--- config.mk ---
export PLATFORM = sky130hd
export DESIGN_NAME = pipe_stage_reg
export DESIGN_NICKNAME = d
export VERILOG_FILES = /design/src/rtl/pipe_pkg.sv /design/src/rtl/pipe_skid_buf.sv /design/src/rtl/pipe_stage_reg.sv
export SDC_FILE = /design/constraint.sdc
export NUM_CORES = 1
export LEC_CHECK = 0
export BUFFER_PORTS_ARGS = -buffer_cell sky130_fd_sc_hd__buf_2
export CORE_AREA = 2 2 267 269
export CTS_CLUSTER_DIAMETER = 100
export DETAILED_ROUTE_END_ITERATION = 10
export DIE_AREA = 0 0 269 271
export PLACE_DENSITY = 0.49
export SYNTH_ARGS = -nofsm -noshare
export SYNTH_HDL_FRONTEND = slang
export SYNTH_SLANG_ARGS = --single-unit
--- constraint.sdc ---
create_clock -name clk -period 3 [get_ports clk]
set_clock_uncertainty 0.15 [all_clocks]
set_input_delay 0.3 -clock clk [delete_from_list [all_inputs] [get_ports clk]]
set_output_delay 0.3 -clock clk [all_outputs]
set_load 0.05 [all_outputs]
--- src/rtl/pipe_pkg.sv ---
// Shared types and default widths for the inter-stage pipeline registers.
package pipe_pkg;

    localparam int PC_W_DEF    = 32;
    localparam int DATA_W_DEF  = 256;
    localparam int CTRL_W      = 8;
    localparam int INSTR_W_DEF = 32;
    localparam int CNT_W_DEF   = 16;

    // Control word carried alongside each instruction.
    typedef struct packed {
        logic       mem_to_reg;
        logic       reg_write;
        logic       branch;
        logic       mem_read;
        logic       mem_write;
        logic       alu_src;
        logic [1:0] alu_op;
    } ctrl_t;

    // A bubble carries this control word so nothing downstream writes state.
    localparam ctrl_t CTRL_NOP = '0;

endpackage

--- src/rtl/pipe_skid_buf.sv ---
// One-entry holding register with full flag, used to absorb a beat that
// arrives while the stage output is back-pressured.
module pipe_skid_buf
    import pipe_pkg::*;
#(
    parameter int W = 8
) (
    input  logic         clk,
    input  logic         rst_n,
    input  logic         clr,
    input  logic         wr_en,
    input  logic         rd_en,
    input  logic [W-1:0] wr_data,
    output logic         full,
    output logic [W-1:0] rd_data
);

    logic         full_q, full_d;
    logic [W-1:0] data_q, data_d;

    // Clear wins, a write fills the entry, a read empties it.
    always_comb begin
        full_d = full_q;
        data_d = data_q;
        if (clr) begin
            full_d = 1'b0;
        end else if (wr_en) begin
            full_d = 1'b1;
            data_d = wr_data;
        end else if (rd_en) begin
            full_d = 1'b0;
        end
    end

    // Entry state register.
    always_ff @(posedge clk or negedge rst_n) begin
        if (!rst_n) begin
            full_q <= 1'b0;
            data_q <= '0;
        end else begin
            full_q <= full_d;
            data_q <= data_d;
        end
    end

    assign full    = full_q;
    assign rd_data = data_q;

endmodule

--- src/rtl/pipe_stage_reg.sv ---
// Parametrised inter-stage pipeline register with valid/ready handshake,
// hazard stall, flush-to-bubble and a saturating bubble counter.
// Optional macro PIPE_SKID_EN adds a one-entry skid buffer so in_ready has
// no combinational dependence on out_ready.
module pipe_stage_reg
    import pipe_pkg::*;
#(
    parameter int PC_W    = pipe_pkg::PC_W_DEF,
    parameter int DATA_W  = pipe_pkg::DATA_W_DEF,
    parameter int CTRL_W  = pipe_pkg::CTRL_W,
    parameter int INSTR_W = pipe_pkg::INSTR_W_DEF,
    parameter int CNT_W   = pipe_pkg::CNT_W_DEF
) (
    input  logic               clk,
    input  logic               rst_n,
    input  logic               in_valid,
    output logic               in_ready,
    input  logic [PC_W-1:0]    in_pc,
    input  logic [DATA_W-1:0]  in_data,
    input  logic [CTRL_W-1:0]  in_ctrl,
    input  logic [INSTR_W-1:0] in_instr,
    input  logic               stall,
    input  logic               flush,
    output logic               out_valid,
    input  logic               out_ready,
    output logic [PC_W-1:0]    out_pc,
    output logic [DATA_W-1:0]  out_data,
    output logic [CTRL_W-1:0]  out_ctrl,
    output logic [INSTR_W-1:0] out_instr,
    output logic [CNT_W-1:0]   bubble_cnt
);

    localparam int BEAT_W = PC_W + DATA_W + CTRL_W + INSTR_W;
    localparam logic [CTRL_W-1:0] CTRL_BUBBLE = CTRL_W'(CTRL_NOP);

    logic               valid_q, valid_d;
    logic [PC_W-1:0]    pc_q, pc_d;
    logic [DATA_W-1:0]  data_q, data_d;
    logic [CTRL_W-1:0]  ctrl_q, ctrl_d;
    logic [INSTR_W-1:0] instr_q, instr_d;
    logic [CNT_W-1:0]   cnt_q, cnt_d;

    logic               xfer_in;
    logic               out_free;
    logic               skid_full;
    logic [BEAT_W-1:0]  skid_word;
    logic [PC_W-1:0]    skid_pc;
    logic [DATA_W-1:0]  skid_data;
    logic [CTRL_W-1:0]  skid_ctrl;
    logic [INSTR_W-1:0] skid_instr;

    // Output register can take a new beat when empty or being consumed.
    assign out_free = !valid_q || out_ready;
    assign xfer_in  = in_valid && in_ready;

`ifdef PIPE_SKID_EN
    logic skid_wr;
    logic skid_rd;

    // Ready depends only on the registered skid flag and the stall input.
    assign in_ready = !skid_full && !stall;
    assign skid_wr  = xfer_in && !out_free && !flush;
    assign skid_rd  = skid_full && out_free && !flush;

    pipe_skid_buf #(
        .W(BEAT_W)
    ) u_skid (
        .clk     (clk),
        .rst_n   (rst_n),
        .clr     (flush),
        .wr_en   (skid_wr),
        .rd_en   (skid_rd),
        .wr_data ({in_pc, in_data, in_ctrl, in_instr}),
        .full    (skid_full),
        .rd_data (skid_word)
    );
`else
    // Without a skid entry, accept only when the output slot frees this cycle.
    assign in_ready  = !stall && out_free;
    assign skid_full = 1'b0;
    assign skid_word = '0;
`endif

    assign {skid_pc, skid_data, skid_ctrl, skid_instr} = skid_word;

    // Next output beat: flush kills, held output stays, skid drains before new input.
    always_comb begin
        valid_d = valid_q;
        pc_d    = pc_q;
        data_d  = data_q;
        ctrl_d  = ctrl_q;
        instr_d = instr_q;
        cnt_d   = cnt_q;
        if (flush) begin
            valid_d = 1'b0;
            ctrl_d  = CTRL_BUBBLE;
        end else if (out_free) begin
            if (skid_full) begin
                valid_d = 1'b1;
                pc_d    = skid_pc;
                data_d  = skid_data;
                ctrl_d  = skid_ctrl;
                instr_d = skid_instr;
            end else if (xfer_in) begin
                valid_d = 1'b1;
                pc_d    = in_pc;
                data_d  = in_data;
                ctrl_d  = in_ctrl;
                instr_d = in_instr;
            end else begin
                valid_d = 1'b0;
                ctrl_d  = CTRL_BUBBLE;
            end
        end
        if (out_ready && !valid_q && (cnt_q != {CNT_W{1'b1}})) begin
            cnt_d = cnt_q + CNT_W'(1);
        end
    end

    // Stage register and bubble counter.
    always_ff @(posedge clk or negedge rst_n) begin
        if (!rst_n) begin
            valid_q <= 1'b0;
            pc_q    <= '0;
            data_q  <= '0;
            ctrl_q  <= '0;
            instr_q <= '0;
            cnt_q   <= '0;
        end else begin
            valid_q <= valid_d;
            pc_q    <= pc_d;
            data_q  <= data_d;
            ctrl_q  <= ctrl_d;
            instr_q <= instr_d;
            cnt_q   <= cnt_d;
        end
    end

    assign out_valid  = valid_q;
    assign out_pc     = pc_q;
    assign out_data   = data_q;
    assign out_ctrl   = ctrl_q;
    assign out_instr  = instr_q;
    assign bubble_cnt = cnt_q;

endmodule

* Yosys cells after proc, flatten, opt, wreduce, memory -nomap -nowiden
Index checks and enable logic that the tools add are counted.
** Storage, ports and cells
- Register bits :: 345
- Bits of input ports :: 334
** Operators by class
- $add $sub $neg :: 1
- Multiplexer cells :: 6
- Bitwise logic cells :: 1
- Reduce and logical (&&, ||, !) cells :: 9
- Equal/unequal tests :: 1
** Operators by type and width (number)
- 2-to-1 mux 8 bit :: 3
- adder 16 x 1 -> 16 bit (second input constant) :: 1
- inequality test 16 bit (second input constant) :: 1
- logical AND 1 bit :: 4
- 2-to-1 mux 1 bit :: 3
- AND reduction 3 bit :: 1
- zero test 1 bit :: 2
- nonzero test 2 bit :: 1
- logical OR 1 bit :: 1
- NOT 1 bit :: 1

* Longest topological paths before layout
Gate-level depths: netlist (run 1).
- Depth in word-level cells :: 7
- Mapped depth :: 5

* Worst setup path before layout (run 1)
Ideal clock, no wire load.
- Path kind :: reg-to-reg
- Start point :: register cnt_q[0] (netlist: bubble_cnt[0])
- End point :: register cnt_q[8] (netlist: bubble_cnt[8])
- Cell stages (with the launch flop) :: 6
- Clock period less this slack :: 2170 ps
- Arrival time :: 1875 ps
- Setup time :: 145 ps
- Setup slack :: 830 ps
- Buffers on the path :: 0
- Cells stage by stage :: dfrtp_1 -> ha_1 -> nand3_1 -> or2_2 -> nor4b_1 -> xor2_1
** On the way
- Word-level cells in the longest chain between the ends :: 2
** Ends and longest elaborated chain
- from (decl) :: RTL line pipe_stage_reg.sv:41 : logic [CNT_W-1:0] cnt_q, cnt_d;
- from (signal assigned) :: RTL line pipe_stage_reg.sv:135 : cnt_q <= cnt_d;
- branches (longest 2 deep; another with adder 16 x 1 -> 16 bit)
Several ways; the timed one is not identified.
A chain may end at the register's enable or synchronous reset.

* Worst setup path after layout (run 1)
- Start point :: register valid_q (netlist: out_valid)
- End point :: register pc_q[11] (netlist: out_pc[11])
** On the way
- Word-level cells in the longest chain between the ends :: 5
** Ends and longest elaborated chain
- from (decl) :: RTL line pipe_stage_reg.sv:36 : logic valid_q, valid_d;
- from (signal assigned) :: RTL line pipe_stage_reg.sv:130 : valid_q <= valid_d;
- zero test 1 bit * :: RTL line pipe_stage_reg.sv:53 : assign out_free = !valid_q || out_ready;
- logical OR 1 bit * :: RTL line pipe_stage_reg.sv:53
- logical AND 1 bit :: RTL line pipe_stage_reg.sv:79 : assign in_ready = !stall && out_free;
- logical AND 1 bit :: RTL line pipe_stage_reg.sv:54 : assign xfer_in = in_valid && in_ready;
- AND reduction 3 bit (no line) *
- to (signal assigned) :: RTL line pipe_stage_reg.sv:131 : pc_q <= pc_d;
- to (decl) :: RTL line pipe_stage_reg.sv:37 : logic [PC_W-1:0] pc_q, pc_d;
Every way passes the cells marked *; elsewhere a longest branch is shown, timed or not.

==> results.toml, run 1 <==
[outcome]
status = "complete, no violations"

[pwr]
power.leakage_uw = 0.0105
fin_total_pwr_uw = 17400
net-switching-power_uw = 7060
comb_power_share_pct = 36.5
sw_frac_of_total_pct = 40.5
intPower_uw = 10400
peakVddDrop_v = 0.000477
p_seq_share_pct = 35.4
p_clk_share_pct = 28.2
pwr_density_cell_nw_per_um2 = 781

[placement]
place_area_um2 = 17700
dp_slack_ns = 0.641
dp.cells = 2390
place.gp.congestion = 0.822
detailed_place_hpwl_um = 30900
portBuffers = 679

[route]
first_pass_iters = 4
drtIter0Drc = 294
via_per_inst = 3.81
routed_wl_um = 42800
drc = 0
post_drt_wl_per_cell_um = 15.4
ant_nets = 0
via_count = 10600

[finish]
mostFrequentLayoutCells = "678 x buf_2, 345 x dfrtp_1, 329 x dlygate4sd3_1"
nets = 2157
fillers = 6927
syn2layout_area_growth_pct = 69.3
diodes = 0
final-instance-count-excl-fill = 2790
drive_gt1_share_pct = 59.8
postLayoutCellArea_um2 = 22300
final_common_cell = "buf_2"

[cts]
cts_setup_buffers = 0
cts_resized = 0
hold_buffers = 329
cts_buffers = 41
htreeDepth = 2
cts_tree = "yes"
root_buffer = "clkbuf_16"
worst_skew_pair.late_latency_ns = 0.54
path_clk_slew_ns = 0.06
clockBufferDepth = 3
cts_sinks = 345

[sta]
hold_viol = 0
fin_ws_ns = 0.646
relSlewSlack_pct = 50.4
finalCritPeriodShare_pct = 78.5
setup_violations = 0
maxSlewViolCount = 0
finalSetupTns_ns = 0
worstMarginPinSlew_ns = 0.742
min_period_ns = 2.35
fmax_ghz = 0.425
rsz0062_at_grt = "false"

[synthesis]
synth.area.top_cells = "dfrtp_1 65%, mux2_2 28%, buf_6 2.9%"
async_reset_ff_share_pct = 100
ys_ff_latch = 345
yosysTopAreaCell = "dfrtp_1"
synth-edff-count = 0
syn_area_um2 = 13200
synth.distinct_cells = 32
yosys_warnings = 0
synth_top_area_share_pct = 65.5
yosysSeqAreaShare_pct = 65.5
avgSynthCellArea_um2 = 17.0
ys.flop_type = "dfrtp_1"
mappedNetlistNets = 1110
synthCells = 775

[global_routing]
grt_pass1_vias = 11800
grt.overflow.total = 0
antenna_found_initial = 2
grt_max_degree = 78
grtUsageTotal_pct = 11.2
grt_first_pass_wirelength_um = 65100

[floorplan]
die-area_um2 = 72900
die_y_um = 271
io_pins = 680
start_util_pct = 18.9
dieWidth_um = 269
rows = 97
coreArea_um2 = 69800

[worst_setup_path]
critPathCaptureType = "flip-flop"
cp-start-kind = "flip-flop"
required_ns = 3.28
crit_fanout = 31
criticalPathCategory = "reg2reg"
arrival_ns = 2.63

[min_path]
hold_path.class = "in2reg"

[flow_run]
cap_viol_max_count = 0
[critical path: stages (launching register included)]
cell and delay, ns:
dfrtp_1 0.40, nor2b_1 0.18, nor4b_4 0.41, buf_12 0.25, buf_4 0.41, mux2_2 0.39
[cell families (layout without fill, tap and decap cells)]
family,Yosys count,in the layout,share of synthesized area [%]
and+or+nand+nor,42,42,2.26
AOI/OAI and AO/OA,17,17,0.911
DFF,345,345,65.5
xor gates and xnor gates,7,7,0.465
muxes,325,325,27.8
buffers and inverters,38,1113,3.05
adders and majority gates,1,1,0.0949
[area by class of cell]
type                    instances  area (um2)  share of cell area, %
flip-flops and latches        345        8630                   38.7
clock buffers                  61        1240                   5.57
multi-input cells             392        4150                   18.6
clock inverters                10        86.3                  0.387
well taps                     940        1180                   5.27
inverters                       1        3.75                 0.0168
repair buffers               1041        7040                   31.5
[layer usage]
metal  share of wire, %  vias up  global-route usage (%)  routed length, um
met1                 35     5230                    11.4              15100
met2                 54      429                    21.3              23000
met4                3.8        4                    4.91               1630
met5              0.068        -                       0                 29
li1                   -     4869                       -                  -
met3                7.2       91                    2.96               3090
[cells in the mapped netlist (3+ instances only)]
cell type / instances
nand2_1: 7
nor2_1: 3
nand3_1: 6
o21ai_0: 5
xor2_1: 5
nor2b_1: 3
buf_6: 34
dfrtp_1: 345
a22o_1: 8
mux2_2: 325
nand4_1: 6
nand2b_1: 3
[power groups by stage]
stage               combinational (uW)  clock [uW]  sequential (uW)
detailed placement                6060           0             6230
global route                      6630        5300             6300
CTS                               6410        5100             6170
finish                            6360        4910             6170
global placement                  6010           0             6210
floorplan                         1000           0             9510
[registers in the layout, summed over array words and instances, names as in the netlist]
| register | flops |
|---|---|
| out_instr | 32 |
| out_data | 256 |
| out_ctrl | 8 |
| bubble_cnt | 16 |
| out_valid | 1 |
| out_pc | 32 |
[metrics by stage]
| step | hold slack [ns] | util, % |
|---|---|---|
| 6_report | 0.0773 | 32.0 |
| 2_1_floorplan | -0.146 | - |
| 5_1_grt | 0.0844 | 32.0 |
| 4_1_cts | 0.0374 | 32.0 |
| 3_5_place_dp | 0.204 | 25.4 |
| 3_3_place_gp | 0.203 | 25.4 |
[final timing paths]
kind                                           start                        end  slack, ns  depth (start not counted)
max                            out_valid$_DFFE_PN0P_     out_pc[11]$_DFFE_PN0P_       0.65                          5
min                                        out_ready  bubble_cnt[3]$_DFFE_PN0P_       0.08                          4
max reg2reg                    out_valid$_DFFE_PN0P_     out_pc[11]$_DFFE_PN0P_       0.65                          5
min reg2reg                out_data[197]$_DFFE_PN0P_  out_data[197]$_DFFE_PN0P_       0.35                          1
max in group asynchronous                      rst_n  out_data[241]$_DFFE_PN0P_       1.63                          3
min in group asynchronous                      rst_n   out_data[27]$_DFFE_PN0P_       0.19                          2
No activity file was read; power rests on OpenSTA's default activity.
==> inputs of run 2 (changes only) <==
CORE_AREA = 2 2 262 264   (was 2 2 267 269)
DIE_AREA = 0 0 264 266   (was 0 0 269 271)
PLACE_DENSITY = 0.5   (was 0.49)
clock period = 2.45 ns   (was 3 ns; I/O delays follow)
==> results.toml, run 2 (synthesized netlist as in run 1, its figures left out) <==
[placement]
portBuffers = 679
place.gp.congestion = 0.806
detailed_place_hpwl_um = 30500

[finish]
utilization_pct = 33.1
mostFrequentLayoutCells = "678 x buf_2, 345 x dfrtp_1, 330 x dlygate4sd3_1"
largest_reg_flops = 256
fillers = 6733
drive_gt1_share_pct = 59.7
multi_input_area_um2 = 4150
nets = 2161
syn2layout_area_growth_pct = 69.8
seqCellArea_um2 = 8630
final_common_cell = "buf_2"

[pwr]
sw_frac_of_total_pct = 40.3
intPower_uw = 12900
p_clk_share_pct = 29.1
peakVddDrop_v = 0.000505
net-switching-power_uw = 8730
p_seq_share_pct = 34.8
comb_power_share_pct = 36.1
power.leakage_uw = 0.0105
pwr_density_cell_nw_per_um2 = 968

[route]
drtIter0Drc = 296
first_pass_iters = 4
routed_wl_um = 42900
post_drt_wl_per_cell_um = 15.6
drc = 0
via_count = 10600
via_per_inst = 3.88
ant_nets = 0

[worst_setup_path]
crit_chain = "nor2b_1 -> nor4b_4 -> buf_12 -> buf_12 -> mux2_2"
crit_path_start = "out_valid$_DFFE_PN0P_"
cp-start-kind = "flip-flop"
reg2reg_from = "out_valid$_DFFE_PN0P_"
crit_slowest_cell = "dfrtp_1"
critPathCaptureType = "flip-flop"
path_common_cell = "buf_12"
cp.buffers_inverters = 2
cp_slowest_stage_delay_ns = 0.40
required_ns = 2.72
criticalPathCategory = "reg2reg"
cp_top_family = "buffers and inverters"
arrival_ns = 2.38
crit_fanout = 45

[global_routing]
grt_max_degree = 75
grt_pass1_vias = 11700
grtUsageTotal_pct = 11.6
grt_first_pass_wirelength_um = 65700
grt.overflow.total = 0
antenna_found_initial = 1

[sta]
setup_violations = 0
hold_viol = 0
min_period_ns = 2.11
rsz0062_at_grt = "false"
finalCritPeriodShare_pct = 86.0
worstMarginPinSlew_ns = 0.503
finalSetupTns_ns = 0
fmax_ghz = 0.474
relSlewSlack_pct = 66.5
maxSlewViolCount = 0

[cts]
cts_resized = 0
root_buffer = "clkbuf_16"
clockBufferDepth = 3
path_clk_slew_ns = 0.06
cts_sinks = 345
cts_tree = "yes"
cts_buffers = 42
worst_skew_pair.late_latency_ns = 0.55
htreeDepth = 2

[floorplan]
coreArea_um2 = 67700
die-area_um2 = 70200
die_y_um = 266
io_pins = 680
rows = 96
dieWidth_um = 264
start_util_pct = 19.5

[min_path]
hold_path.class = "in2async"

[flow_run]
cap_viol_max_count = 0

[outcome]
status = "complete, no violations"
-- run 2: changes by cell type in the layout (fill, tap and decap cells not counted) --
cell and change:
clkbuf_8 -1, clkbuf_1 +4, bufinv_16 +2, buf_12 +2, clkinv_2 -3, clkinv_4 +2
clkinvlp_4 -2, diode_2 +1, dlygate4sd3_1 +1, clkinv_8 +2
-- run 2: routing by layer --
metal	track usage (%)	routed length, um	up-vias
met5	0	0	-
met1	12.8	16000	5294
met2	21.5	22800	383
met4	4.24	1280	0
met3	3.03	2780	76
li1	-	-	4891
-- run 2: final timing paths --
| path | depth (start not counted) | slack [ns] | end |
|---|---|---|---|
| worst min-delay path | 2 | 0.07 | out_data[170]$_DFFE_PN0P_ |
| worst min register to register | 1 | 0.34 | out_ctrl[7]$_DFFE_PN0P_ |
| worst max-delay path | 5 | 0.34 | out_data[153]$_DFFE_PN0P_ |
| min in group clk | 4 | 0.10 | out_ctrl[1]$_DFFE_PN0P_ |
| max in group asynchronous | 4 | 1.25 | out_data[64]$_DFFE_PN0P_ |
| worst max register to register | 5 | 0.34 | out_data[153]$_DFFE_PN0P_ |
-- run 2: area by class of cell --
cell class / count / area share (%)
sequential: 345 / 38.6
timing repair buffer: 1044 / 31.6
multi-input combinational: 392 / 18.5
clock buffer: 64 / 5.56
tap: 882 / 4.93
clock inverter: 11 / 0.743
inverter: 1 / 0.0168
antenna: 1 / 0.0112
-- run 2: power by group through the flow --
stage	clock, uW	sequential (uW)	combinational [uW]
after floorplan	0	11600	1230
after global placement	0	7580	7380
after detailed placement	0	7610	7430
after CTS	6510	7540	7870
after global routing	6760	7700	8120
final	6310	7540	7830
-- run 2: timing repair --
item | CTS | global route
hold buffers | 330 | 0
setup buffers | 0 | 0
hold endpoints to repair | 578 | 0
-- run 2: stage by stage --
step	instance area [um2]	setup slack (ns)	total power [uW]	hold WS, ns	std cells
global placement	17700	0.379	15000	0.0679	2334
detailed placement	17700	0.351	15000	0.0792	2334
global route	22400	0.183	22600	0.0752	2740
finish	22400	0.342	21700	0.0676	2740
floorplan	13200	0.280	12900	-0.201	775
CTS	22400	0.340	21900	0.0567	2739
==> inputs of run 3 (changes only) <==
CELL_PAD_IN_SITES_DETAIL_PLACEMENT = 1   (was default)
CELL_PAD_IN_SITES_GLOBAL_PLACEMENT = 2   (was default)
CORE_AREA = 2 2 265 267   (was 2 2 262 264)
DIE_AREA = 0 0 267 269   (was 0 0 264 266)
PLACE_DENSITY = 0.65   (was 0.5)
clock period = 2.6 ns   (was 2.45 ns; I/O delays follow)
==> results.toml, run 3 (synthesized netlist as in run 1, its figures left out) <==
[flow_run]
cap_viol_max_count = 0

[floorplan]
coreArea_um2 = 69300
die-area_um2 = 71800
io_pins = 680
start_util_pct = 19.0
rows = 97
die_y_um = 269
dieWidth_um = 267

[worst_setup_path]
arrival_ns = 2.50
critPathCaptureType = "flip-flop"
cp-start-kind = "flip-flop"
required_ns = 2.88
path_common_cell = "buf_12"
crit_fanout = 55
crit_chain = "nor2b_1 -> nor4b_4 -> buf_12 -> buf_12 -> mux2_2"
reg2regPathDepth = 5
criticalPathCategory = "reg2reg"
crit_slowest_cell = "dfrtp_1"
cp_slowest_stage_delay_ns = 0.41

[pwr]
peakVddDrop_v = 0.000613
pwr_density_cell_nw_per_um2 = 908
power.leakage_uw = 0.0105

[sta]
finalSetupTns_ns = 0
rsz0062_at_grt = "false"
worstMarginPinSlew_ns = 0.673
hold_viol = 0
min_period_ns = 2.22
relSlewSlack_pct = 55.1
setup_violations = 0
finalCritPeriodShare_pct = 85.4
maxSlewViolCount = 0
fmax_ghz = 0.450

[route]
first_pass_iters = 4
drc = 0
routed_wl_um = 47200
post_drt_wl_per_cell_um = 16.9
via_per_inst = 3.85
via_count = 10800
drtIter0Drc = 339
ant_nets = 0

[placement]
portBuffers = 679
detailed_place_hpwl_um = 33200
dp.cells = 2393
place.gp.congestion = 0.767

[cts]
hold_buffers = 329
cts_setup_buffers = 0
cts_sinks = 345
path_clk_slew_ns = 0.06
worst_skew_pair.late_latency_ns = 0.54
cts_buffers = 41
root_buffer = "clkbuf_16"
htreeDepth = 2
clockBufferDepth = 3
cts_tree = "yes"
cts_resized = 0

[finish]
drive_gt1_share_pct = 59.8
nets = 2160
fillers = 7585
mostFrequentLayoutCells = "678 x buf_2, 345 x dfrtp_1, 329 x dlygate4sd3_1"
final-instance-count-excl-fill = 2798
largest_reg_flops = 256
syn2layout_area_growth_pct = 70.6
final_common_cell = "buf_2"

[global_routing]
grt_max_degree = 72
grt.overflow.total = 0
busiest_layer = "met2"
grt_pass1_vias = 12500
grtUsageTotal_pct = 12.7
grt_first_pass_wirelength_um = 71200
use_met2_pct = 23.5
use_met3_pct = 3.96
grt.met1_usage_pct = 13.1
antenna_found_initial = 3

[outcome]
status = "complete, no violations"

[min_path]
hold_path.class = "in2reg"
hold_depth = 4
==> run 3: area by class of cell <==
class | count | area, um2 | share of cell area [%]
flip-flops and latches | 345 | 8630 | 38.4
repair buffers | 1044 | 7150 | 31.8
multi-input cells | 392 | 4150 | 18.5
clock buffers | 66 | 1280 | 5.70
well taps | 940 | 1180 | 5.23
clock inverters | 8 | 96.3 | 0.428
diodes | 2 | 5.00 | 0.0222
inverters | 1 | 3.75 | 0.0167
==> run 3: layer usage <==
layer	share of wire (%)	vias up
met1	36	5366
met3	7.2	107
met5	0.034	-
li1	-	4871
met2	53	431
met4	4.1	2
==> run 3: path summary, 6_finish.rpt <==
check | end | slack (ns) | start
worst max-delay path | out_data[218]$_DFFE_PN0P_ | 0.38 | out_valid$_DFFE_PN0P_
worst min-delay path | bubble_cnt[3]$_DFFE_PN0P_ | 0.04 | out_ready
worst max register to register | out_data[218]$_DFFE_PN0P_ | 0.38 | out_valid$_DFFE_PN0P_
worst min register to register | out_data[214]$_DFFE_PN0P_ | 0.35 | out_data[214]$_DFFE_PN0P_
max in group asynchronous | out_ctrl[6]$_DFFE_PN0P_ | 1.31 | rst_n
min in group asynchronous | out_data[12]$_DFFE_PN0P_ | 0.17 | rst_n
==> run 3: metrics by stage <==
step	util (%)	worst slack, ns	total power, uW	hold slack [ns]	instance area (um2)
floorplan	-	0.430	12100	-0.186	13200
global placement	25.7	0.449	14100	0.161	17800
detailed placement	25.7	0.392	14300	0.172	17800
CTS	32.5	0.391	20700	0.00218	22500
global route	32.5	0.293	21400	0.0501	22500
finish	32.5	0.379	20400	0.0450	22500
==> run 3: critical path: cells and delay by family, from the launching register on <==
family	cells	cell delay, ns
AND/OR/NAND/NOR	2	0.56
buffers and inverters	2	0.49
flip-flops	1	0.41
multiplexers	1	0.39
==> run 3: report_power, final <==
group | switching [uW] | internal, uW
Combinational | 5310 | 2140
Clock | 2300 | 3570
Sequential | 667 | 6460
Total | 8270 | 12200
